## src/rtl/data_mem_arbiter_pkg.sv

```systemverilog
`timescale 1ns/1ps
`default_nettype none
// ============================================================================
// Module   : data_mem_arbiter_pkg
// Purpose  : Shared definitions for the data memory arbiter and the data
//            memory it drives. These are the arbiter FSM state encoding and
//            the default data and address widths.
// Revision : 1.0 - initial release
// ============================================================================
package data_mem_arbiter_pkg;

    localparam int c_DEF_WIDTH      = 12;
    localparam int c_DEF_ADDR_WIDTH = 10;

    typedef enum logic [1:0] {
        IDLE   = 2'd0,
        ACCESS = 2'd1,
        RDWAIT = 2'd2,
        RESP   = 2'd3
    } state_t;

endpackage
`default_nettype wire

```

## src/rtl/data_mem_arbiter_rr_arbiter.sv

```systemverilog
`timescale 1ns/1ps
`default_nettype none
// ============================================================================
// Module   : rr_arbiter
// Purpose  : Combinational rotating-priority pick. The scan starts one
//            position after i_last_grant and wraps around.
// Ports    : i_req        - per-requester request vector
//            i_last_grant - index granted most recently
//            o_grant_idx  - winning requester (valid only with o_valid)
//            o_valid      - at least one request is present
// Revision : 1.0 - initial release
// ============================================================================
module rr_arbiter #(
    parameter int NUM_CORES = 4
) (
    input  logic [NUM_CORES-1:0]         i_req,
    input  logic [$clog2(NUM_CORES)-1:0] i_last_grant,
    output logic [$clog2(NUM_CORES)-1:0] o_grant_idx,
    output logic                         o_valid
);

    localparam int c_IDX_W = $clog2(NUM_CORES);

    logic [c_IDX_W-1:0] w_idx;
    logic               w_valid;

    // (base + k) mod NUM_CORES for k in 1..NUM_CORES. NUM_CORES need not be
    // a power of two, so the wrap is done explicitly.
    function automatic logic [c_IDX_W-1:0] wrap_add(
        input logic [c_IDX_W-1:0] base,
        input int                 k
    );
        int s;
        s = int'(base) + k;
        if (s >= NUM_CORES) s = s - NUM_CORES;
        return c_IDX_W'(s);
    endfunction

    always_comb begin
        w_valid = 1'b0;
        w_idx   = '0;
        // k = NUM_CORES revisits the last grantee itself, so it has the lowest priority.
        for (int k = 1; k <= NUM_CORES; k++) begin
            if (!w_valid && i_req[wrap_add(i_last_grant, k)]) begin
                w_valid = 1'b1;
                w_idx   = wrap_add(i_last_grant, k);
            end
        end
    end

    assign o_grant_idx = w_idx;
    assign o_valid     = w_valid;

endmodule
`default_nettype wire

```

## src/rtl/data_mem_arbiter.sv

```systemverilog
`timescale 1ns/1ps
`default_nettype none
// ============================================================================
// Module   : data_mem_arbiter
// Purpose  : Lets NUM_CORES cores share one single-port data memory. The
//            memory registers its address on the clock edge and returns read
//            data one cycle later. Requests are granted round-robin. Write
//            acks arrive 2 cycles after grant and read acks 3 cycles after.
// Ports    : clock, reset          - clock / async active-high reset
//            coreReq/We/Addr/WData - per-core request, packed buses
//            coreAck               - one-cycle completion pulse
//            coreRData             - shared read data, held until next read
//            memWriteEn/Address/DataIn, memDataOut - memory side
//            busy                  - transaction in progress
// Revision : 1.0 - initial release
// ============================================================================
module data_mem_arbiter
    import data_mem_arbiter_pkg::*;
#(
    parameter int NUM_CORES  = 4,
    parameter int WIDTH      = c_DEF_WIDTH,
    parameter int ADDR_WIDTH = c_DEF_ADDR_WIDTH
) (
    input  logic                            clock,
    input  logic                            reset,
    input  logic [NUM_CORES-1:0]            coreReq,
    input  logic [NUM_CORES-1:0]            coreWe,
    input  logic [NUM_CORES*ADDR_WIDTH-1:0] coreAddr,
    input  logic [NUM_CORES*WIDTH-1:0]      coreWData,
    output logic [NUM_CORES-1:0]            coreAck,
    output logic [WIDTH-1:0]                coreRData,
    output logic                            memWriteEn,
    output logic [ADDR_WIDTH-1:0]           memAddress,
    output logic [WIDTH-1:0]                memDataIn,
    input  logic [WIDTH-1:0]                memDataOut,
    output logic                            busy
);

    localparam int                   c_IDX_W = $clog2(NUM_CORES);
    localparam logic [NUM_CORES-1:0] c_ONE   = NUM_CORES'(1);

    state_t                 r_state;
    logic [c_IDX_W-1:0]     r_grant;
    logic [c_IDX_W-1:0]     r_last;
    logic                   r_op_write;
    logic [NUM_CORES-1:0]   r_ack;
    logic [WIDTH-1:0]       r_rdata;
    logic                   r_we;
    logic [ADDR_WIDTH-1:0]  r_addr;
    logic [WIDTH-1:0]       r_wdata;
    logic                   r_busy;

    logic [c_IDX_W-1:0]     w_pick_idx;
    logic                   w_pick_valid;

    rr_arbiter #(
        .NUM_CORES (NUM_CORES)
    ) u_rr_arbiter (
        .i_req        (coreReq),
        .i_last_grant (r_last),
        .o_grant_idx  (w_pick_idx),
        .o_valid      (w_pick_valid)
    );

    // The ack is raised on the edge that enters RESP. This keeps the output
    // registered while it is high exactly during the RESP cycle.
    always_ff @(posedge clock or posedge reset) begin
        if (reset) begin
            r_state    <= IDLE;
            r_grant    <= '0;
            r_last     <= c_IDX_W'(NUM_CORES - 1);
            r_op_write <= 1'b0;
            r_ack      <= '0;
            r_rdata    <= '0;
            r_we       <= 1'b0;
            r_addr     <= '0;
            r_wdata    <= '0;
            r_busy     <= 1'b0;
        end else begin
            case (r_state)
                IDLE: begin
                    if (w_pick_valid) begin
                        r_grant    <= w_pick_idx;
                        r_addr     <= coreAddr[w_pick_idx*ADDR_WIDTH +: ADDR_WIDTH];
                        r_wdata    <= coreWData[w_pick_idx*WIDTH +: WIDTH];
                        r_we       <= coreWe[w_pick_idx];
                        r_op_write <= coreWe[w_pick_idx];
                        r_busy     <= 1'b1;
                        r_state    <= ACCESS;
                    end
                end
                ACCESS: begin
                    // Memory samples address/writeEn at this edge; drop the
                    // write strobe so it is exactly one cycle wide.
                    r_we <= 1'b0;
                    if (r_op_write) begin
                        r_ack   <= c_ONE << r_grant;
                        r_state <= RESP;
                    end else begin
                        r_state <= RDWAIT;
                    end
                end
                RDWAIT: begin
                    r_rdata <= memDataOut;
                    r_ack   <= c_ONE << r_grant;
                    r_state <= RESP;
                end
                RESP: begin
                    r_ack   <= '0;
                    r_last  <= r_grant;
                    r_busy  <= 1'b0;
                    r_state <= IDLE;
                end
                default: r_state <= IDLE;
            endcase
        end
    end

    assign coreAck    = r_ack;
    assign coreRData  = r_rdata;
    assign memWriteEn = r_we;
    assign memAddress = r_addr;
    assign memDataIn  = r_wdata;
    assign busy       = r_busy;

endmodule
`default_nettype wire

```

## config.mk

```make
export PLATFORM = sky130hd
export DESIGN_NAME = data_mem_arbiter
export DESIGN_NICKNAME = d
export VERILOG_FILES = /design/src/rtl/data_mem_arbiter_pkg.sv /design/src/rtl/data_mem_arbiter_rr_arbiter.sv /design/src/rtl/data_mem_arbiter.sv
export SDC_FILE = /design/constraint.sdc
export NUM_CORES = 1
export LEC_CHECK = 0
export ABC_AREA = 1
export BUFFER_PORTS_ARGS = -buffer_cell sky130_fd_sc_hd__buf_4
export CORE_MARGIN = 3
export CORE_UTILIZATION = 47
export CTS_CLUSTER_SIZE = 40
export DETAILED_ROUTE_END_ITERATION = 12
export PLACE_DENSITY = 0.81
export SYNTH_ARGS = -nofsm -noshare
export SYNTH_HDL_FRONTEND = slang
export SYNTH_SLANG_ARGS = --single-unit
export TNS_END_PERCENT = 30
```

## constraint.sdc

```tcl
create_clock -name clock -period 2.22 [get_ports clock]
set_input_delay 0.111 -clock clock [delete_from_list [all_inputs] [get_ports clock]]
set_output_delay 0.111 -clock clock [all_outputs]
set_load 0.1 [all_outputs]
```

==> metrics.yaml <==
timing:
  fmax_mhz: 462
  worstMarginPinSlew_ps: 574
  slew_headroom_pct: 61.7
  finalHoldViolations: 0
  fin_crit_ps: 2170
  skew_ps: 9.53
  rsz0062_at_grt: "true"
  finalSetupViolations: 0
  post-route-period-util_pct: 97.6
  setup_tns_ps: 0
  drv_slew: 0
floorplanning:
  die_area_mm2: 0.00778
  rows: 29
  die_height_um: 88.2
  ios: 150
  die_w_um: 88.2
  start_util_pct: 49.1
  coreArea_mm2: 0.00646
place:
  gp_congestion: 0.943
  placedCellCount: 651
  dp_hpwl_mm: 6.84
  postPlaceCellArea_mm2: 0.00434
  portBuffers: 149
finish:
  fillers: 494
  fin_cells: 676
  finalInstanceArea_mm2: 0.00481
  areaGrowthSynthToFinish_pct: 51.6
  final_core_util_pct: 74.5
  seqCellArea_mm2: 0.00118
  drive_above_1_share_pct: 40.6
  antenna_cells: 0
  multi_input_area_mm2: 0.00167
  finalNetCount: 713
clock_network:
  cts_made_buffers: 5
  cts.clk_slew.worst_paths_ps: 90
  cts_root_buf: "clkbuf_8"
  worst_skew_pair.late_latency_ps: 300
  clock-sinks: 47
  cts_max_path_buffers: 2
  cts_tree: "built"
  h-tree-depth: 2
global_route:
  grt_pass1_vias: 3201
  antenna_found_initial: 0
  track_usage_pct: 22.7
  overflow: 0
  grt_max_degree: 63
  grt_pass1_wl_mm: 14.2
routing:
  drt-vias-per-instance: 5.10
  drc: 0
  vias: 3449
  detail_route.first_pass.iterations: 4
  drt-wirelength-per-cell_um: 14.4
  detail-route-antenna-nets: 0
  drt_iter0_markers: 160
  routed_wl_mm: 9.73
synthesis:
  synth_nets: 552
  yosysUniqueCellTypes: 29
  ys_seq_area_share_pct: 37.1
  synth_compound_area_share_pct: 10.2
  ys_seq_elements: 47
  yosys_warnings: 0
  synth_adder_area_share_pct: 1.97
  syn_area_per_cell_um2: 7.26
  synthCells: 437
  synth-xor-area-share_pct: 0
  yosys.area_share.simple_pct: 33.4
  synth_top_family_by_area: "simple AND/OR/NAND/NOR gates"
  synthMuxAreaShare_pct: 4.26
  synth_area_mm2: 0.00317
setup_path:
  r2r_cells: 16
  crit_type: "flip-flop to flip-flop"
  cp-end-kind: "flip-flop"
  rrSetupSlack_ps: 50
  start_kind: "flip-flop"
  arrival_ps: 2360
  worstPathRequired_ps: 2410
  reg2reg_to: "memDataIn[9]"
  critPathMaxFanout: 15
  reg2reg_from: "r_last[0]"
worst_hold_path:
  hold_path_class: "primary input to flip-flop"
  hp-start: "memDataOut[8]"
  whs_endpoint: "coreRData[8]"
  hold_depth: 2
run:
  cap_violations: 0
run_status:
  status: "finished clean"
cell usage after synthesis:
cell type  count  share of area, %
buf_4          4              0.95
buf_2          9               1.4
nor2_4         3               1.1
o21ai_0       12               1.9
a21oi_1        5              0.79
mux2_2        12               4.3
nor2_2         1              0.20
buf_1          1              0.12
o211ai_1      13               3.1
inv_2          3              0.35
nand3b_1      11               2.6
a21oi_2        1              0.28
nor2_1        23               2.7
dfstp_2        2               1.7
nand3_4        1              0.55
nand3_2        1              0.32
nand2_2        6               1.2
buf_6          5               1.8
nand4_1        6               1.2
o211ai_2      10               3.9
dfrtp_1       45                35
nand2_4        1              0.35
inv_1         69               8.2
o22ai_1        1              0.20
clkbuf_1       1              0.12
inv_4          1              0.20
nand2_1      151                18
nand3_1       34               5.4
ha_1           5               2.0
worst max path at each step:
stage | startpoint | endpoint | slack, ps | cells past startpoint
after detailed placement | r_last[0] | r_op_write | 40 | 12
after global placement | r_last[0] | r_op_write | 110 | 12
final | r_last[0] | memDataIn[9] | 50 | 16
after global routing | r_last[0] | memDataIn[2] | -50 | 14
after CTS | r_last[0] | memDataIn[0] | 20 | 15
after floorplan | r_last[0] | memAddress[3] | 340 | 14
cell families after synthesis:
family | Yosys count
simple gates | 238
buf+inv | 93
flops | 47
compound gates | 42
mux | 12
fa+ha+maj | 5
layer usage:
layer  GRT usage, %  up-vias  wire length (µm)
met5              0        -                 0
met4           6.87        0               196
met3           5.36       17               812
met2           40.1      154              5010
met1           27.2     1587              3710
li1               -     1691                 -
area by class of cell:
cell class                      count  area share (%)
Clock buffer                        5            1.43
Clock inverter                      3           0.910
Inverter                           73            5.96
Multi-Input combinational cell    297            34.6
Sequential cell                    47            24.5
Tap cell                           77            2.00
Timing Repair Buffer              173            30.4
Timing Repair inverter              1           0.156
cells in the final DEF (no fill, tap or decap), types with 6 or more instances in the layout:
master / netlist / routed
nand2_2: 6 / 16
nand3_1: 34 / 33
nand2_1: 151 / 137
buf_4: 4 / 159
o211ai_2: 10 / 10
o21ai_0: 12 / 11
o211ai_1: 13 / 13
dfrtp_1: 45 / 45
inv_1: 69 / 65
nand3b_1: 11 / 11
nand4_1: 6 / 6
mux2_2: 12 / 12
nor2_1: 23 / 22
registers in the layout (all words and copies together) (netlist names):
signal	count
coreRData	12
memDataIn	12
memAddress	10
coreAck	4
r_grant	2
r_last	2
r_state	2
busy	1
memWriteEn	1
r_op_write	1
stage by stage:
step / hold WS, ps / setup WS [ps]
finish: 39.6 / 53.5
global route: 30.8 / -50.7
CTS: 32.0 / 16.3
detailed placement: 231 / 42.9
global placement: 218 / 113
floorplan: 263 / 340
worst max-delay path, cell delays in order (launching register included):
cell       delay [ps]
dfstp_2           620
buf_4             150
nand2_1            70
nand2_2           100
nand2_2            70
nand2_2           110
nand2_4            70
nand2_2            80
nand2_4            80
nand3_4           150
buf_6             130
clkbuf_16         160
nand2_1            60
nand2_1            60
nand2_1            40
nand2_1            50
nand2_1            50
timing repair:
| action | in CTS | in global routing |
|---|---|---|
| hold endpoints to repair | 24 | 0 |
| hold buffers | 1 | 0 |
| endpoints found under the setup margin | 0 | 28 |
| resized for setup | 0 | 36 |
| buffers inserted | 0 | 9 |
Power is left out: the tool's default activity adds up to more than one toggle a clock period on the data nets, which glitch-free logic cannot reach.
